<file path="src/rtl/multicycle_control_fsm.sv">
// Main control sequencer for the multicycle MIPS datapath.
// The outputs come from the state register only; FETCH also gates its IR/PC load on mem_ready.
module multicycle_control_fsm #(
  parameter logic [5:0] OP_RTYPE = 6'h00,
  parameter logic [5:0] OP_LW    = 6'h23,
  parameter logic [5:0] OP_SW    = 6'h2B,
  parameter logic [5:0] OP_BEQ   = 6'h04,
  parameter logic [5:0] OP_J     = 6'h02,
  parameter logic [5:0] OP_ADDI  = 6'h08
) (
  input  logic       clk,
  input  logic       reset_n,
  input  logic [5:0] opcode,
  input  logic       mem_ready,
  output logic       PCWrite,
  output logic       PCWriteCond,
  output logic       IorD,
  output logic       MemRead,
  output logic       MemWrite,
  output logic       IRWrite,
  output logic       MemtoReg,
  output logic       RegDst,
  output logic       RegWrite,
  output logic [1:0] ALUSrcA,
  output logic [1:0] ALUSrcB,
  output logic [1:0] ALUOp,
  output logic [1:0] PCSource,
  output logic [3:0] state_out,
  output logic       trap
);

  typedef enum logic [3:0] {
    S_RESET     = 4'd0,
    S_FETCH     = 4'd1,
    S_DECODE    = 4'd2,
    S_MEM_ADDR  = 4'd3,
    S_MEM_READ  = 4'd4,
    S_MEM_WB    = 4'd5,
    S_MEM_WRITE = 4'd6,
    S_R_EXEC    = 4'd7,
    S_R_WB      = 4'd8,
    S_BRANCH    = 4'd9,
    S_JUMP      = 4'd10,
    S_ADDI_EXEC = 4'd11,
    S_ADDI_WB   = 4'd12,
    S_ILLEGAL   = 4'd13
  } state_t;

  state_t state, state_next;

  always_ff @(posedge clk or negedge reset_n) begin
    if (!reset_n) state <= S_RESET;
    else          state <= state_next;
  end

  always_comb begin
    state_next = S_RESET;
    case (state)
      S_RESET:     state_next = S_FETCH;
      S_FETCH:     state_next = mem_ready ? S_DECODE : S_FETCH;
      S_DECODE: begin
        case (opcode)
          OP_LW, OP_SW: state_next = S_MEM_ADDR;
          OP_RTYPE:     state_next = S_R_EXEC;
          OP_BEQ:       state_next = S_BRANCH;
          OP_J:         state_next = S_JUMP;
          OP_ADDI:      state_next = S_ADDI_EXEC;
          default:      state_next = S_ILLEGAL;
        endcase
      end
      // Only LW/SW reach MEM_ADDR, so anything but SW is treated as a load.
      S_MEM_ADDR:  state_next = (opcode == OP_SW) ? S_MEM_WRITE : S_MEM_READ;
      S_MEM_READ:  state_next = mem_ready ? S_MEM_WB : S_MEM_READ;
      S_MEM_WB:    state_next = S_FETCH;
      S_MEM_WRITE: state_next = mem_ready ? S_FETCH : S_MEM_WRITE;
      S_R_EXEC:    state_next = S_R_WB;
      S_R_WB:      state_next = S_FETCH;
      S_BRANCH:    state_next = S_FETCH;
      S_JUMP:      state_next = S_FETCH;
      S_ADDI_EXEC: state_next = S_ADDI_WB;
      S_ADDI_WB:   state_next = S_FETCH;
      S_ILLEGAL:   state_next = S_ILLEGAL;
      default:     state_next = S_RESET;
    endcase
  end

  always_comb begin
    PCWrite     = 1'b0;
    PCWriteCond = 1'b0;
    IorD        = 1'b0;
    MemRead     = 1'b0;
    MemWrite    = 1'b0;
    IRWrite     = 1'b0;
    MemtoReg    = 1'b0;
    RegDst      = 1'b0;
    RegWrite    = 1'b0;
    ALUSrcA     = 2'b00;
    ALUSrcB     = 2'b00;
    ALUOp       = 2'b00;
    PCSource    = 2'b00;
    trap        = 1'b0;
    case (state)
      // IR/PC load only on the cycle the fetch completes, so a stall never double-increments PC.
      S_FETCH: begin
        MemRead = 1'b1;
        ALUSrcB = 2'b01;
        IRWrite = mem_ready;
        PCWrite = mem_ready;
      end
      S_DECODE:    ALUSrcB = 2'b11;
      S_MEM_ADDR: begin
        ALUSrcA = 2'b10;
        ALUSrcB = 2'b10;
      end
      S_MEM_READ: begin
        MemRead = 1'b1;
        IorD    = 1'b1;
      end
      S_MEM_WB: begin
        RegWrite = 1'b1;
        MemtoReg = 1'b1;
      end
      S_MEM_WRITE: begin
        MemWrite = 1'b1;
        IorD     = 1'b1;
      end
      S_R_EXEC: begin
        ALUSrcA = 2'b10;
        ALUOp   = 2'b10;
      end
      S_R_WB: begin
        RegWrite = 1'b1;
        RegDst   = 1'b1;
      end
      S_BRANCH: begin
        ALUSrcA     = 2'b10;
        ALUOp       = 2'b01;
        PCWriteCond = 1'b1;
        PCSource    = 2'b01;
      end
      S_JUMP: begin
        PCWrite  = 1'b1;
        PCSource = 2'b10;
      end
      S_ADDI_EXEC: begin
        ALUSrcA = 2'b10;
        ALUSrcB = 2'b10;
      end
      S_ADDI_WB:   RegWrite = 1'b1;
      S_ILLEGAL:   trap = 1'b1;
      default: ;
    endcase
  end

  assign state_out = state;

endmodule

</file>
<file path="config.mk">
export PLATFORM = sky130hd
export DESIGN_NAME = multicycle_control_fsm
export DESIGN_NICKNAME = d
export VERILOG_FILES = /design/src/rtl/multicycle_control_fsm.sv
export SDC_FILE = /design/constraint.sdc
export NUM_CORES = 1
export LEC_CHECK = 0
export CAP_MARGIN = 20
export CORE_AREA = 4 4 41 43
export CTS_CLUSTER_DIAMETER = 60
export DETAILED_ROUTE_END_ITERATION = 6
export DIE_AREA = 0 0 45 47
export DONT_BUFFER_PORTS = 1
export PLACE_DENSITY = 0.6
export SYNTH_ARGS = -nofsm -noshare
export SYNTH_HDL_FRONTEND = slang
export SYNTH_SLANG_ARGS = --single-unit
</file>
<file path="constraint.sdc">
create_clock -name clk -period 3.1 [get_ports clk]
set_input_delay 0.31 -clock clk [delete_from_list [all_inputs] [get_ports clk]]
set_output_delay 0.31 -clock clk [all_outputs]
set_load 0.01 [all_outputs]
</file>
---- Word level (Yosys, flattened, before mapping) ----
Cells that the tools add are included.
operators by class
  eq/ne operators ......................... 18
  shift-type cells ........................ 0
  divide/modulo/power cells ............... 0
  reduce and logical (&&, ||, !) cells .... 9
  multiply operators ...................... 0
  mux-type cells .......................... 20
  $add $sub $neg .......................... 0
  bitwise operators ....................... 0
  $lt $le $gt $ge ......................... 0
operators by type and width
  operator                                                         number
  4-bit one-hot mux with 9 select lines                            1
  4-bit == test, second input constant                             6
  4-bit one-hot mux with 5 select lines                            1
  4-bit by 3-bit == test with 1-bit output, second input constant  4
  6-bit == test, second input constant                             2
  1-bit 2-to-1 mux                                                 10
  4-bit by 2-bit == test with 1-bit output, second input constant  2
  2-bit one-hot mux with 2 select lines                            2
  2-bit OR reduction                                               4
  6-bit by 2-bit == test with 1-bit output, second input constant  1
  6-bit by 3-bit == test with 1-bit output, second input constant  1
  6-bit by 4-bit == test with 1-bit output, second input constant  1
  6-bit logical NOT                                                1
  2-bit 2-to-1 mux                                                 3
  2-bit one-hot mux with 3 select lines                            1
  6-bit OR reduction                                               1
  4-bit by 1-bit == test with 1-bit output, second input constant  1
  4-bit logical NOT                                                1
  4-bit OR reduction                                               1
  3-bit 2-to-1 mux                                                 1
  3-bit OR reduction                                               1
  1-bit one-hot mux with 2 select lines                            1
storage, ports and cells
  bits in latches ......................... 0
  memories kept ........................... 0
  register bits after elaboration ......... 4
  logic and storage cells ................. 48
  bits in read-only memories .............. 0
  bits of input ports ..................... 9
  output and inout bits ................... 22
  memory bits (writable) .................. 0

---- Logic depth before layout (Yosys ltp) ----
  depth in word-level cells ............... 4
  gate-level depth with buffers ........... 5
  mapped depth without buffers ............ 3

---- Worst setup path before layout ----
No wires, ideal clock.
  path kind ............................... register to output
  start point ............................. register state[1], in the netlist state_out[1]
  end point ............................... output ALUSrcB[0]
  path buffers ............................ 2
  data required time ...................... 2,790 ps
  setup slack ............................. 1,491 ps
  stages on the path, launching flop included .. 5
  arrival time ............................ 1,299 ps
  cells stage by stage .................... dfrtp_1 > buf_4 > buf_2 > nand2b_1 > a211oi_1
between the ends
  cells in the longest elaborated chain, start to end .. 3
  elaborated cells between the ends (all ways) .. 6
  classes of those cells .................. eq/ne (4); mux (1); reduce/logical (1)
RTL lines
  what                                                                       line  text
  start: declaration                                                         49    state_t state, state_next;
  start signal: assignment                                                   53    else state <= state_next;
  4-bit == test or 4-bit by 2-bit == test with 1-bit output (tied branches)  102   case (state)
  2-bit OR reduction (no line)                                               -
  2-bit one-hot mux with 3 select lines *                                    102
  end: declaration                                                           25    output logic [1:0] ALUSrcB,
Mark *: on every way between the ends. The rest lies on a longest branch, timed or not.

---- Worst setup path after layout ----
  start point ............................. register state[0], in the netlist state_out[0]
  end point ............................... output RegWrite
between the ends
  cells in the longest elaborated chain, start to end .. 3
  elaborated cells between the ends (all ways) .. 5
  classes of those cells .................. eq/ne (3); mux (1); reduce/logical (1)
RTL lines
  what                                                                       line  text
  4-bit == test or 4-bit by 3-bit == test with 1-bit output (tied branches)  102
  3-bit OR reduction (no line) *                                             -
  1-bit 2-to-1 mux *                                                         102
  end: declaration                                                           23    output logic RegWrite,
Marked as above.

==> impl_metrics.xml <==
<?xml version="1.0" encoding="UTF-8"?>
<metrics>
  <group name="clock_network">
    <metric name="tritoncts" unit="">done</metric>
    <metric name="max-clock-path-buffers" unit="">2</metric>
    <metric name="worst_setup_hold_path_clk_slew" unit="ns">0.05</metric>
    <metric name="cts_resized" unit="">0</metric>
    <metric name="cts_buffers" unit="">3</metric>
    <metric name="cts-htree-levels" unit="">1</metric>
    <metric name="cts_setup_buffers" unit="">0</metric>
    <metric name="clkLatencyLatePin" unit="ns">0.25</metric>
    <metric name="cts_sinks" unit="">4</metric>
    <metric name="cts-root-buf" unit="">clkbuf_4</metric>
  </group>
  <group name="timing">
    <metric name="number_of_failing_setup_endpoints_in_the_final_timing_report" unit="">0</metric>
    <metric name="setup_repair_after_global_routing_missed_its_margin" unit="">false</metric>
    <metric name="worst_pin_slew" unit="ns">0.640</metric>
    <metric name="final-hold-violation-count" unit="">0</metric>
    <metric name="summed_negative_setup_slack_over_all_endpoints" unit="ns">0</metric>
    <metric name="timing.final.crit_period" unit="ns">1.94</metric>
    <metric name="max_freq" unit="MHz">514</metric>
    <metric name="timing.final.crit_share" unit="%">62.7</metric>
    <metric name="relSlewSlack" unit="%">57.3</metric>
    <metric name="final-max-slew-violation-count" unit="">0</metric>
    <metric name="post_route_clock_skew" unit="ns">0.00990</metric>
  </group>
  <group name="synth">
    <metric name="synth.yosys.seq_area_share" unit="%">18.1</metric>
    <metric name="register_bit_total_from_synthesis" unit="">4</metric>
    <metric name="netlist-cell-type-count" unit="">34</metric>
    <metric name="postSynthAreaPerCell" unit="sq um">7.07</metric>
    <metric name="synthCells" unit="">78</metric>
    <metric name="synth_nets" unit="">87</metric>
    <metric name="yosysWarnings" unit="">0</metric>
    <metric name="synth_area" unit="sq um">552</metric>
    <metric name="async_flop_share" unit="%">100</metric>
    <metric name="number_of_enable_flip_flop_cells_after_synthesis" unit="">0</metric>
    <metric name="ys.flop_type" unit="">dfrtp_1</metric>
  </group>
  <group name="power_and_ir_drop">
    <metric name="power_density" unit="mW/mm^2">982</metric>
    <metric name="p_leak" unit="nW">0.200</metric>
    <metric name="vdd_ir_drop_max" unit="uV">303</metric>
  </group>
  <group name="route">
    <metric name="routed-via-count" unit="">580</metric>
    <metric name="postRouteWirelength" unit="mm">1.41</metric>
    <metric name="initialDrtViolationCount" unit="">19</metric>
    <metric name="drt-vias-per-instance" unit="">6.52</metric>
    <metric name="drc" unit="">0</metric>
    <metric name="postRouteAntennaNets" unit="">0</metric>
    <metric name="routedWlPerCell" unit="microns">15.9</metric>
    <metric name="detail_route.first_pass.iterations" unit="">4</metric>
  </group>
  <group name="setup_path">
    <metric name="reg2regPathDepth" unit="">3</metric>
    <metric name="worst_ep_arrival_time" unit="ns">1.63</metric>
    <metric name="worst_reg2reg_startpoint" unit="">state_out[1]</metric>
    <metric name="setup.worst_path.start_class" unit="">register</metric>
    <metric name="critPathKind" unit="">reg -&gt; out</metric>
    <metric name="rrSetupSlack" unit="ns">1.47</metric>
    <metric name="highest_net_fanout_along_the_worst_path" unit="">19</metric>
    <metric name="cp-end-kind" unit="">primary output</metric>
    <metric name="critical_path_required" unit="ns">2.79</metric>
    <metric name="crit-reg2reg-capture" unit="">state_out[2]</metric>
  </group>
  <group name="global_route">
    <metric name="grt_max_degree" unit="">22</metric>
    <metric name="grt_pass1_wl" unit="mm">2.06</metric>
    <metric name="groute.usage.overall" unit="%">14.1</metric>
    <metric name="grt.overflow.total" unit="">0</metric>
    <metric name="antenna_violations_before_repair" unit="">0</metric>
    <metric name="grt_pass1_vias" unit="">474</metric>
  </group>
  <group name="hold_path">
    <metric name="worstHoldPathCells" unit="">2</metric>
    <metric name="hold_class" unit="">in -&gt; reg</metric>
    <metric name="hold_start" unit="">opcode[4]</metric>
    <metric name="holdPathEnd" unit="">state_out[1]</metric>
  </group>
  <group name="layout">
    <metric name="diodes" unit="">0</metric>
    <metric name="fin_nets" unit="">85</metric>
    <metric name="max_reg_flops" unit="">4</metric>
    <metric name="final_core_util" unit="%">42.7</metric>
    <metric name="post_route_cells_drive_above_1_share" unit="%">8.11</metric>
    <metric name="synthToLayoutAreaGrowth" unit="%">0.680</metric>
  </group>
  <group name="placement">
    <metric name="place_congestion" unit="">0.744</metric>
    <metric name="portBuffers" unit="">0</metric>
    <metric name="estimated_wirelength_of_the_detail_placed_design" unit="microns">991</metric>
  </group>
  <group name="outcome">
    <metric name="run_status" unit="">finished, final reports clean</metric>
  </group>
  <group name="die">
    <metric name="fp.coreArea" unit="sq mm">0.00130</metric>
    <metric name="die-height" unit="microns">47</metric>
    <metric name="num_rows" unit="">13</metric>
    <metric name="initial_core_utilization" unit="%">42.4</metric>
    <metric name="io_pins" unit="">31</metric>
    <metric name="fp.dieW" unit="microns">45</metric>
    <metric name="floorplan.die_area" unit="sq mm">0.00212</metric>
  </group>
  <group name="run">
    <metric name="drv_cap" unit="">0</metric>
  </group>
</metrics>
==> cells in the mapped netlist, types with 2 or more instances <==
library cell,instances,area share (%)
nor4bb_1,2,3.6
a211oi_1,3,4.1
buf_2,5,4.5
dfrtp_1,4,18
inv_1,2,1.4
a21oi_1,5,4.5
o22ai_1,2,2.3
nor3_1,5,4.5
nor2b_1,2,2.3
and3_1,2,2.3
nand2b_1,5,5.7
a31oi_1,3,3.4
o21ai_0,2,1.8
nand2_1,4,2.7
buf_4,3,4.1
nor2_1,11,7.5
==> cell usage in the layout, fill, tap and decap left out, types with 2 or more instances in the layout <==
master    Yosys  final
a21oi_1       5      5
o22ai_1       2      2
a31oi_1       3      3
nor2b_1       2      2
inv_1         2      2
nor4bb_1      2      2
and3_1        2      2
nand2_1       4      4
a211oi_1      3      3
dfrtp_1       4      4
nor2_1       11     11
o21ai_0       2      2
nor3_1        5      5
clkbuf_4      0      3
nand2b_1      5      5
==> stage by stage <==
step | hold slack (ns) | cell area, sq um | instances | power (W) | setup WS [ns]
after floorplan | 0.0144 | 552 | 78 | 0.000446 | 1.49
after global placement | 0.0145 | 523 | 85 | 0.000475 | 1.43
after detailed placement | 0.0145 | 523 | 85 | 0.000477 | 1.40
after CTS | 0.247 | 556 | 89 | 0.000552 | 1.13
after global routing | 0.255 | 556 | 89 | 0.000596 | 1.02
final | 0.259 | 556 | 89 | 0.000546 | 1.16
==> cells by family after synthesis <==
group           Yosys count  share of synthesized area, %
flops                     4                          18.1
xor+xnor                  2                          3.18
simple gates             38                          39.0
buf+inv                  10                          9.98
other cells               1                         0.680
compound gates           23                          29.0
==> final cells by class <==
type	instances	area [sq um]
fillers	144	746
inverters	2	7.51
repair buffers	1	10.0
well taps	15	18.8
clock buffers	3	22.5
flip-flops and latches	4	100
multi-input cells	64	397
==> worst max-delay path, stage by stage, from the launching register on <==
cell and delay (ns):
dfrtp_1 0.72, inv_1 0.23, o21ba_2 0.26, nor2_1 0.18
==> metal layers <==
layer	vias to the layer above	GRT usage, %	share of wire (%)
li1	278	-	-
met1	260	15.3	38
met2	36	21.8	47
met3	6	4.60	12
met4	0	12.9	3.0
met5	-	0	0
==> worst max path at each step <==
stage,start,to,slack [ns]
6_report,state_out[0],RegWrite,1.16
5_1_grt,state_out[0],RegWrite,1.02
4_1_cts,state_out[0],RegWrite,1.13
3_5_place_dp,state_out[0],ALUSrcB[0],1.40
3_3_place_gp,state_out[0],RegWrite,1.43
2_1_floorplan,state_out[1],ALUSrcB[0],1.49
==> what timing repair did <==
item                       CTS  global route
hold buffers                 1             0
hold endpoints to repair     4             0
setup endpoints to repair    0             0
==> report_power, final <==
part / switching, W / internal, W / total (W)
Sequential: 0.000118 / 0.0000732 / 0.000191
Combinational: 0.000162 / 0.000124 / 0.000285
Clock: 0.0000261 / 0.0000436 / 0.0000698
Total: 0.000305 / 0.000240 / 0.000546
No activity file was read; power rests on OpenSTA's default activity.
